### config.mk
export PLATFORM = sky130hd
export DESIGN_NAME = parking_gate_ctrl
export DESIGN_NICKNAME = d
export VERILOG_FILES = /design/src/rtl/parking_gate_ctrl.sv
export SDC_FILE = /design/constraint.sdc
export NUM_CORES = 1
export LEC_CHECK = 0
export ABC_AREA = 1
export CAP_MARGIN = 20
export CORE_MARGIN = 2
export CORE_UTILIZATION = 45
export DETAILED_ROUTE_END_ITERATION = 12
export DONT_BUFFER_PORTS = 1
export HOLD_SLACK_MARGIN = 0.1
export SLEW_MARGIN = 25
export SYNTH_ARGS = -nofsm -noshare
export SYNTH_HDL_FRONTEND = slang
export SYNTH_SLANG_ARGS = --single-unit
### constraint.sdc
create_clock -name clk -period 7.01 [get_ports clk]
set_input_delay 0.3505 -clock clk [delete_from_list [all_inputs] [get_ports clk]]
set_output_delay 0.3505 -clock clk [all_outputs]
set_load 0.01 [all_outputs]
### src/rtl/parking_gate_ctrl.sv
// rtl/parking_gate_ctrl.sv - two-class parking occupancy with entry/exit barrier FSMs
module parking_gate_ctrl #(
    parameter int TOTAL_CAP   = 700,
    parameter int CNT_W       = 10,
    parameter int DAY_START   = 8,
    parameter int RAMP_START  = 13,
    parameter int RAMP_END    = 16,
    parameter int GUEST_DAY   = 200,
    parameter int GUEST_STEP  = 50,
    parameter int GUEST_NIGHT = 500,
    parameter int OPEN_CYCLES = 4
) (
    input  logic                    clk,
    input  logic                    rst_n,
    input  logic [4:0]              hour,
    input  logic                    entry_req,
    input  logic                    entry_is_uni,
    input  logic                    exit_req,
    input  logic                    exit_is_uni,
    output logic                    entry_grant,
    output logic                    entry_deny,
    output logic                    entry_busy,
    output logic                    exit_ack,
    output logic                    exit_err,
    output logic                    exit_busy,
    output logic [CNT_W-1:0]        uni_parked,
    output logic [CNT_W-1:0]        guest_parked,
    output logic signed [CNT_W:0]   uni_free,
    output logic signed [CNT_W:0]   guest_free,
    output logic                    uni_full,
    output logic                    guest_full,
    output logic                    lot_vacant
);
    // Timer only has to hold OPEN_CYCLES-1; keep at least one bit for OPEN_CYCLES=1.
    localparam int TMR_W = (OPEN_CYCLES > 1) ? $clog2(OPEN_CYCLES) : 1;

    typedef enum logic {IDLE = 1'b0, OPEN = 1'b1} gate_state_e;

    gate_state_e             ent_state_q, ent_state_d, ext_state_q, ext_state_d;
    logic [TMR_W-1:0]        ent_timer_q, ent_timer_d, ext_timer_q, ext_timer_d;
    logic [CNT_W-1:0]        uni_parked_q, uni_parked_d, guest_parked_q, guest_parked_d;
    logic [4:0]              hour_q, hour_d;
    logic                    entry_grant_q, entry_grant_d, entry_deny_q, entry_deny_d;
    logic                    exit_ack_q, exit_ack_d, exit_err_q, exit_err_d;
    logic                    uni_inc, guest_inc, uni_dec, guest_dec;
    logic [CNT_W-1:0]        guest_cap, uni_cap;
    logic signed [CNT_W+1:0] lot_sum;

    // State register: gate FSMs, timers, counts, registered hour and pulses
    always_ff @(posedge clk or negedge rst_n) begin
        if (!rst_n) begin
            ent_state_q    <= IDLE;
            ext_state_q    <= IDLE;
            ent_timer_q    <= '0;
            ext_timer_q    <= '0;
            uni_parked_q   <= '0;
            guest_parked_q <= '0;
            hour_q         <= '0;
            entry_grant_q  <= 1'b0;
            entry_deny_q   <= 1'b0;
            exit_ack_q     <= 1'b0;
            exit_err_q     <= 1'b0;
        end else begin
            ent_state_q    <= ent_state_d;
            ext_state_q    <= ext_state_d;
            ent_timer_q    <= ent_timer_d;
            ext_timer_q    <= ext_timer_d;
            uni_parked_q   <= uni_parked_d;
            guest_parked_q <= guest_parked_d;
            hour_q         <= hour_d;
            entry_grant_q  <= entry_grant_d;
            entry_deny_q   <= entry_deny_d;
            exit_ack_q     <= exit_ack_d;
            exit_err_q     <= exit_err_d;
        end
    end

    // Next state: admission/exit decisions on pre-edge counts, barrier timing
    always_comb begin
        ent_state_d   = ent_state_q;
        ent_timer_d   = ent_timer_q;
        ext_state_d   = ext_state_q;
        ext_timer_d   = ext_timer_q;
        entry_grant_d = 1'b0;
        entry_deny_d  = 1'b0;
        exit_ack_d    = 1'b0;
        exit_err_d    = 1'b0;
        uni_inc       = 1'b0;
        guest_inc     = 1'b0;
        uni_dec       = 1'b0;
        guest_dec     = 1'b0;
        hour_d        = hour;

        case (ent_state_q)
            IDLE: begin
                if (entry_req) begin
                    if (entry_is_uni ? !uni_full : !guest_full) begin
                        entry_grant_d = 1'b1;
                        uni_inc       = entry_is_uni;
                        guest_inc     = !entry_is_uni;
                        ent_state_d   = OPEN;
                        ent_timer_d   = TMR_W'(OPEN_CYCLES - 1);
                    end else begin
                        entry_deny_d  = 1'b1;
                    end
                end
            end
            default: begin
                if (ent_timer_q == '0) ent_state_d = IDLE;
                else                   ent_timer_d = ent_timer_q - 1'b1;
            end
        endcase

        case (ext_state_q)
            IDLE: begin
                if (exit_req) begin
                    if (exit_is_uni ? (uni_parked_q != '0) : (guest_parked_q != '0)) begin
                        exit_ack_d  = 1'b1;
                        uni_dec     = exit_is_uni;
                        guest_dec   = !exit_is_uni;
                        ext_state_d = OPEN;
                        ext_timer_d = TMR_W'(OPEN_CYCLES - 1);
                    end else begin
                        exit_err_d  = 1'b1;
                    end
                end
            end
            default: begin
                if (ext_timer_q == '0) ext_state_d = IDLE;
                else                   ext_timer_d = ext_timer_q - 1'b1;
            end
        endcase

        uni_parked_d   = uni_parked_q + CNT_W'(uni_inc) - CNT_W'(uni_dec);
        guest_parked_d = guest_parked_q + CNT_W'(guest_inc) - CNT_W'(guest_dec);
    end

    // Outputs: busy from FSM state, capacity split from hour_q, free/full/vacancy
    always_comb begin
        entry_busy = (ent_state_q == OPEN);
        exit_busy  = (ext_state_q == OPEN);

        if (hour_q >= 5'(DAY_START) && hour_q < 5'(RAMP_START))
            guest_cap = CNT_W'(GUEST_DAY);
        else if (hour_q >= 5'(RAMP_START) && hour_q < 5'(RAMP_END))
            guest_cap = CNT_W'(GUEST_DAY + (int'(hour_q) - RAMP_START + 1) * GUEST_STEP);
        else
            guest_cap = CNT_W'(GUEST_NIGHT);
        uni_cap = CNT_W'(TOTAL_CAP) - guest_cap;

        uni_free   = $signed({1'b0, uni_cap}) - $signed({1'b0, uni_parked_q});
        guest_free = $signed({1'b0, guest_cap}) - $signed({1'b0, guest_parked_q});
        uni_full   = uni_free[CNT_W] || (uni_free == '0);
        guest_full = guest_free[CNT_W] || (guest_free == '0);

        lot_sum    = $signed({uni_free[CNT_W], uni_free}) + $signed({guest_free[CNT_W], guest_free});
        lot_vacant = !lot_sum[CNT_W+1] && (lot_sum != '0);
    end

    assign entry_grant  = entry_grant_q;
    assign entry_deny   = entry_deny_q;
    assign exit_ack     = exit_ack_q;
    assign exit_err     = exit_err_q;
    assign uni_parked   = uni_parked_q;
    assign guest_parked = guest_parked_q;

endmodule

==> results of run 1 <==
## registers in the layout (all words and copies together), names as in the netlist
name / flops
ent_timer_q: 2
hour_q: 5
ext_timer_q: 2
entry_deny: 1
exit_err: 1
entry_grant: 1
exit_ack: 1
guest_parked: 10
uni_parked: 10
exit_busy: 1
entry_busy: 1
## layout by cell type, fill, tap and decap left out, types with 5 or more instances in the layout
master and instances:
sky130_fd_sc_hd__a21oi_1 32, sky130_fd_sc_hd__nand2_2 7, sky130_fd_sc_hd__ha_4 8, sky130_fd_sc_hd__nor3_1 6
sky130_fd_sc_hd__nor2_1 45, sky130_fd_sc_hd__nand4_1 12, sky130_fd_sc_hd__fa_1 6, sky130_fd_sc_hd__nand2_1 180
sky130_fd_sc_hd__inv_1 151, sky130_fd_sc_hd__dfrtp_1 34, sky130_fd_sc_hd__ha_1 69, sky130_fd_sc_hd__clkbuf_8 6
sky130_fd_sc_hd__xnor2_1 10, sky130_fd_sc_hd__nand3b_1 5, sky130_fd_sc_hd__inv_2 8, sky130_fd_sc_hd__xor2_1 22
sky130_fd_sc_hd__dlygate4sd3_1 6, sky130_fd_sc_hd__o21ai_0 11, sky130_fd_sc_hd__nand3_1 45, sky130_fd_sc_hd__buf_4 21
## kinds of logic after synthesis
| group | after synthesis | share of synthesized area, % |
|---|---|---|
| AO/OA/AOI/OAI | 74 | 9.021 |
| XOR/XNOR | 34 | 6.117 |
| adder cells (fa/ha/maj) | 90 | 24.52 |
| buffers and inverters | 163 | 12.75 |
| flip-flops | 35 | 17.99 |
| multiplexers | 1 | 0.2056 |
| AND/OR/NAND/NOR | 322 | 29.40 |
## stage by stage
stage	area, um2	setup slack, ns
2_1_floorplan	4868	0.07772
3_3_place_gp	5109	-0.02556
3_5_place_dp	5109	-0.08338
4_1_cts	5316	0.04366
5_1_grt	5565	-0.1283
6_report	5565	0.4215
## repair_timing
item | in CTS | in global routing
pin swaps | 0 | 22
setup buffers | 1 | 8
endpoints found under the setup margin | 4 | 7
hold buffers | 7 | 0
hold endpoints to repair | 40 | 0
gates resized for setup | 6 | 45
## per-layer routing
| metal | wire, um | part of all wire (%) |
|---|---|---|
| met4 | 170 | 1.4 |
| met1 | 5743 | 46 |
| met5 | 0 | 0 |
| met2 | 5790 | 47 |
| met3 | 721 | 5.8 |
## worst min path at each step
stage                 start  cells past startpoint         endpoint  slack (ns)
2_1_floorplan         rst_n                      0   ent_timer_q[0]        0.05
3_3_place_gp          rst_n                      0  guest_parked[6]        0.06
3_5_place_dp          rst_n                      0  guest_parked[6]        0.06
4_1_cts        entry_is_uni                      2       entry_deny        0.21
5_1_grt        entry_is_uni                      2       entry_deny        0.20
6_report       entry_is_uni                      2       entry_deny        0.21
## final cells by class
cell class / instances / area (um2) / share of cell area, %
well taps: 136 / 170.2 / 3.058
repair buffers: 28 / 237.7 / 4.272
flip-flops and latches: 35 / 877.1 / 15.76
clock buffers: 7 / 86.33 / 1.551
clock inverters: 1 / 8.758 / 0.1574
inverters: 160 / 603.1 / 10.84
multi-input cells: 521 / 3582 / 64.37
## worst max-delay path, delay by kind of cell (launching register included)
family / cells / cell delay, ns
AND/OR/NAND/NOR: 18 / 1.54
AO/OA/AOI/OAI: 8 / 1.11
flip-flops: 1 / 0.38
XOR/XNOR: 2 / 0.29
buffers and inverters: 9 / 0.59
adder cells (fa/ha/maj): 9 / 2.54
==> out/summary.txt, run 1 <==
run status: finished, final reports clean
unrepaired setup endpoints after global routing: yes
startpoint of the worst-slack reg-to-reg timing path: hour_q[1]
Die Span Y: 108.0 um
non-filler instance count after layout: 888
total of fill cells in the finished design: 1070
cell with the largest stage delay on the worst path: sky130_fd_sc_hd__fa_1
Most used DFF post-synth: sky130_fd_sc_hd__dfrtp_1
Register-to-Register Setup Slack: 0.42 ns
antenna violations before repair: 0
number of enable-type register cells in the synthesized netlist: 0
clock latency of the later-clocked register in the worst-skew pair: 0.29 ns
CP Max Fanout: 5
final total negative setup slack: 0 ns
fraction of post-synthesis cell area in the top cell type by area: 20.82%
worst-margin pin slew: 0.6653 ns
worst hold margin: 0.2119 ns
post-layout minimum cycle time: 6.588 ns
most frequent cell after synthesis: sky130_fd_sc_hd__nand2_1
detailed placer's ending HPWL: 10320 um
count of cell types in the netlist: 40
total die area: 11670 um2
nets@finish: 852
number of vias per cell: 5.072
clk sinks: 35
reg-to-reg endpoint: uni_parked[8]
largest net degree at the start of global routing: 36
die extent in x: 108.0 um
proportion of register bits with asynchronous set or reset after synthesis: 100.0%
worst endpoint data arrival time: 6.78 ns
Synth area leaders: sky130_fd_sc_hd__ha_1 21%, sky130_fd_sc_hd__dfrtp_1 18%, sky130_fd_sc_hd__nand2_1 14%
number of max-capacitance violations reported: 0
global routing usage on met3: 4.219%
total congestion overflow: 0
depth of the worst register-to-register path: 46
type of destination of the critical path: flip-flop
IO Port Bufs: 0
required time worst endpoint: 7.20 ns
number of buffers on the longest clock path: 2
Final Core Density: 53.43%
total global routing track utilization: 21.98%
clock tree root driver cell: sky130_fd_sc_hd__clkbuf_8
via count: 4504
startpoint of the worst setup timing path: hour_q[1]
post-detailed-route DRC marker count: 0
vias in the first global route: 4449
path class of the lowest-slack min-delay path: in -> reg
DRT iter0 DRCs: 209
GR met2 Demand/Resource: 38.23%
cell seen most often among critical-path stages: sky130_fd_sc_hd__nand2_1
Post-Synthesis Mean Instance Area: 6.771 um2
Critical Path Max Stage Delay: 0.49 ns
residual antenna-violating net count after detailed routing: 0
Worst Path Class, Setup: reg -> reg
antenna fix cells: 0
achievable frequency: 151.8 MHz
H-tree Lvls: 2
cell total after placement: 864
Setup crit start kind: flip-flop
gr busiest metal: met2
sequential area share after synthesis: 17.99%
Mapped Area: 4868 um2
area grow syn2layout: 14.32%
synthesized netlist net count: 820
number of detailed-routing iterations run before antenna repair: 4
worst setup skew after layout: 0.008293 ns
Final Max Slew Viols: 0
Starting Density: 46.74%
number of clock buffers inserted by TritonCTS: 5
Worst-path clk slew: 0.08 ns
Top Ports: 62
layout cells sized above 1: 12.10%
capture point of the worst path: uni_parked[8]
# setup viols final: 0
cell type with the largest total area after synthesis: sky130_fd_sc_hd__ha_1
flip-flop and latch count after synthesis: 35
Std-Cell Rows: 37
area inside the core boundary: 10420 um2
global-route wire length before repair: 20470 um
cells after synthesis: 719
relative max-transition margin: 55.64%
final-report hold violation count: 0
most used standard cells in the synthesized netlist: 186 x sky130_fd_sc_hd__nand2_1, 158 x sky130_fd_sc_hd__inv_1, 81 x sky130_fd_sc_hd__ha_1, 47 x sky130_fd_sc_hd__nand3_1, 45 x sky130_fd_sc_hd__nor2_1
met1 track utilization from global routing: 28.06%
Yosys warning count: 0
routability congestion estimate: 0.9877
TritonCTS clock tree: yes
ratio of final minimum period to clock period: 93.99%
post-DR wirelength/cell: 13.99 um
Total Wirelength: 12430 um
Power of run 1 is left out: the tool's default activity adds up to more than one toggle a clock period on the data nets, which glitch-free logic cannot reach.
==> inputs of run 2 (changes only) <==
- ABC_AREA: 1 -> default
- CTS_CLUSTER_DIAMETER: default -> 150
==> run 2 against run 1 <==
Against the previous run: first-iteration DRC count down 58%; area after synthesis fell by 13%; non-clock buffer count rose by 36; sequential share of layout area increased by 0.73 points; critical endpoint unchanged; design area shrank 4.2%; highest routed layer unchanged; clock skew shrank 0.0031 ns; count of clock-buffer cells in the layout unchanged; via count shrank 22%; register-to-register slack got worse by 0.33 ns.
==> out/summary.txt, run 2 <==
most frequent cell after synthesis: sky130_fd_sc_hd__ha_1
startpoint of the worst-slack reg-to-reg timing path: hour_q[2]
cell type with the largest total area after synthesis: sky130_fd_sc_hd__ha_1
unrepaired setup endpoints after global routing: yes
die extent in x: 101 um
Setup crit start kind: flip-flop
path class of the lowest-slack min-delay path: in -> reg
Post-Synthesis Mean Instance Area: 8.914 um2
layout cells sized above 1: 27.21%
Synth area leaders: sky130_fd_sc_hd__ha_1 24%, sky130_fd_sc_hd__dfrtp_1 21%, sky130_fd_sc_hd__xnor2_1 6.2%
proportion of register bits with asynchronous set or reset after synthesis: 100.0%
Total Wirelength: 10170 um
area inside the core boundary: 9196 um2
total global routing track utilization: 20.17%
type of destination of the critical path: flip-flop
post-route standard cell area excluding fillers: 5333 um2
run status: finished, final reports clean
Top Ports: 62
detailed placer's ending HPWL: 8025 um
achievable frequency: 144.6 MHz
most frequent cells in the layout: 68 x sky130_fd_sc_hd__ha_1, 58 x sky130_fd_sc_hd__inv_1, 52 x sky130_fd_sc_hd__buf_4, 32 x sky130_fd_sc_hd__dfrtp_1, 30 x sky130_fd_sc_hd__nor2_1
HP Start: exit_req
worst setup skew after layout: 0.005148 ns
met1 track utilization from global routing: 24.67%
relative max-transition margin: 53.92%
total die area: 10200 um2
clk sinks: 35
cell with the largest stage delay on the worst path: sky130_fd_sc_hd__fa_1
reg-to-reg endpoint: uni_parked[8]
Most used DFF post-synth: sky130_fd_sc_hd__dfrtp_1
via count: 3499
number of vias per cell: 5.342
DRT iter0 DRCs: 88
clock latency of the later-clocked register in the worst-skew pair: 0.29 ns
Register-to-Register Setup Slack: 0.09 ns
Worst Path Class, Setup: reg -> reg
final-report hold violation count: 0
cell seen most often among critical-path stages: sky130_fd_sc_hd__xnor2_1
depth of the worst register-to-register path: 35
Mapped Area: 4234 um2
number of detailed-routing iterations run before antenna repair: 4
Die Span Y: 101 um
synthesized netlist net count: 576
total of fill cells in the finished design: 833
H-tree Lvls: 2
Yosys warning count: 0
Critical Path Max Stage Delay: 0.51 ns
vias in the first global route: 3482
cells after synthesis: 475
Worst-path clk slew: 0.08 ns
residual antenna-violating net count after detailed routing: 0
antenna fix cells: 0
most common cell after layout, fill and taps aside: sky130_fd_sc_hd__ha_1
worst endpoint data arrival time: 7.10 ns
routability congestion estimate: 0.8887
IO Port Bufs: 0
fraction of post-synthesis cell area in the top cell type by area: 23.94%
largest net degree at the start of global routing: 36
ratio of final minimum period to clock period: 98.67%
Final Core Density: 57.99%
number of clock buffers inserted by TritonCTS: 5
CP Max Fanout: 4
post-detailed-route DRC marker count: 0
clock tree root driver cell: sky130_fd_sc_hd__clkbuf_8
GR met2 Demand/Resource: 35.03%
number of enable-type register cells in the synthesized netlist: 0
TritonCTS clock tree: yes
gr busiest metal: met2
endpoint with the worst hold slack: exit_err
total congestion overflow: 0
flip-flop and latch count after synthesis: 35
area grow syn2layout: 25.95%
most used standard cells in the synthesized netlist: 81 x sky130_fd_sc_hd__ha_1, 68 x sky130_fd_sc_hd__inv_1, 37 x sky130_fd_sc_hd__a21oi_1, 35 x sky130_fd_sc_hd__dfrtp_1, 32 x sky130_fd_sc_hd__nor2_1
required time worst endpoint: 7.19 ns
post-DR wirelength/cell: 15.52 um
Worst Hold Path Cells: 2
Std-Cell Rows: 35
antenna violations before repair: 0
global routing usage on met3: 5.201%
dpl cell area: 4677 um2
number of buffers on the longest clock path: 2
Final Max Slew Viols: 0
Starting Density: 46.04%
global-route wire length before repair: 16390 um
Final WS setup: 0.09335 ns
number of max-capacitance violations reported: 0
Setup Slack @ Placement: -0.2451 ns
post-layout minimum cycle time: 6.917 ns
sequential area share after synthesis: 20.69%
startpoint of the worst setup timing path: hour_q[2]
# setup viols final: 0
count of cell types in the netlist: 51
worst-margin pin slew: 0.6854 ns
nets@finish: 644
==> run 2: cell types whose count changed after synthesis, sizes merged, moves of 8 or more <==
cell,change
xnor2,+19
nor2b,+15
o21a,+14
nand2,-172
nand2b,+8
nand4,-13
nor2,-18
nand3,-47
inv,-92
==> run 2: final cells by class <==
type,count,area [um2],area share [%]
Clock buffer,7,96.34,1.807
Inverter,68,260.3,4.880
Clock inverter,1,7.507,0.1408
Multi-Input combinational cell,369,3423,64.20
Sequential cell,35,879.6,16.49
Tap cell,111,138.9,2.604
Timing Repair Buffer,64,526.8,9.878
==> run 2: worst max-delay path, delay by kind of cell, from the launching register on <==
family | cells | cell delay (ns)
AOI/OAI and AO/OA | 9 | 1.55
xor gates and xnor gates | 6 | 0.84
adders and majority gates | 9 | 2.65
buffers and inverters | 3 | 0.14
DFF | 1 | 0.47
and+or+nand+nor | 8 | 1.16
==> run 2: how the worst max path moves through the flow <==
stage | slack (ns) | depth (start not counted) | end
final | 0.09 | 35 | uni_parked[8]
after global routing | -0.29 | 35 | uni_parked[8]
after CTS | 0.01 | 37 | uni_parked[8]
after detailed placement | -0.25 | 37 | uni_parked[8]
after global placement | -0.10 | 37 | uni_parked[8]
after floorplan | 0.0009 | 36 | uni_parked[8]
==> run 2: kinds of logic (layout without fill, tap and decap cells) <==
family | count (synthesis) | count (layout) | share of synthesized area (%)
AOI/OAI and AO/OA | 115 | 115 | 20.04
and+or+nand+nor | 113 | 113 | 13.83
adders and majority gates | 90 | 90 | 28.19
buffers and inverters | 71 | 140 | 6.471
xor gates and xnor gates | 48 | 48 | 9.929
DFF | 35 | 35 | 20.69
muxes | 3 | 3 | 0.8569
==> run 2: repair_timing <==
item,in CTS,in global routing
endpoints found under the setup margin,6,12
gates resized for setup,21,59
endpoints found under the hold margin,40,0
setup buffers,10,12
hold buffers,7,0
pin swaps,25,52
==> run 2: metal layers <==
| metal | vias up | routed length (um) | part of all wire (%) |
|---|---|---|---|
| li1 | 1771 | - | - |
| met2 | 65 | 5043 | 50 |
| met1 | 1649 | 4378 | 43 |
| met5 | - | 0 | 0 |
| met3 | 14 | 569 | 5.6 |
| met4 | 0 | 176 | 1.7 |
==> run 2: through the flow <==
step	hold WS [ns]	setup TNS, ns	std cells
6_report	0.2112	0	655
5_1_grt	0.2079	-1.085	655
4_1_cts	0.1961	0	648
3_5_place_dp	0.05609	-0.5646	623
3_3_place_gp	0.05574	-0.1451	623
2_1_floorplan	0.05491	0	475
Power of run 2 is left out for the same reason.
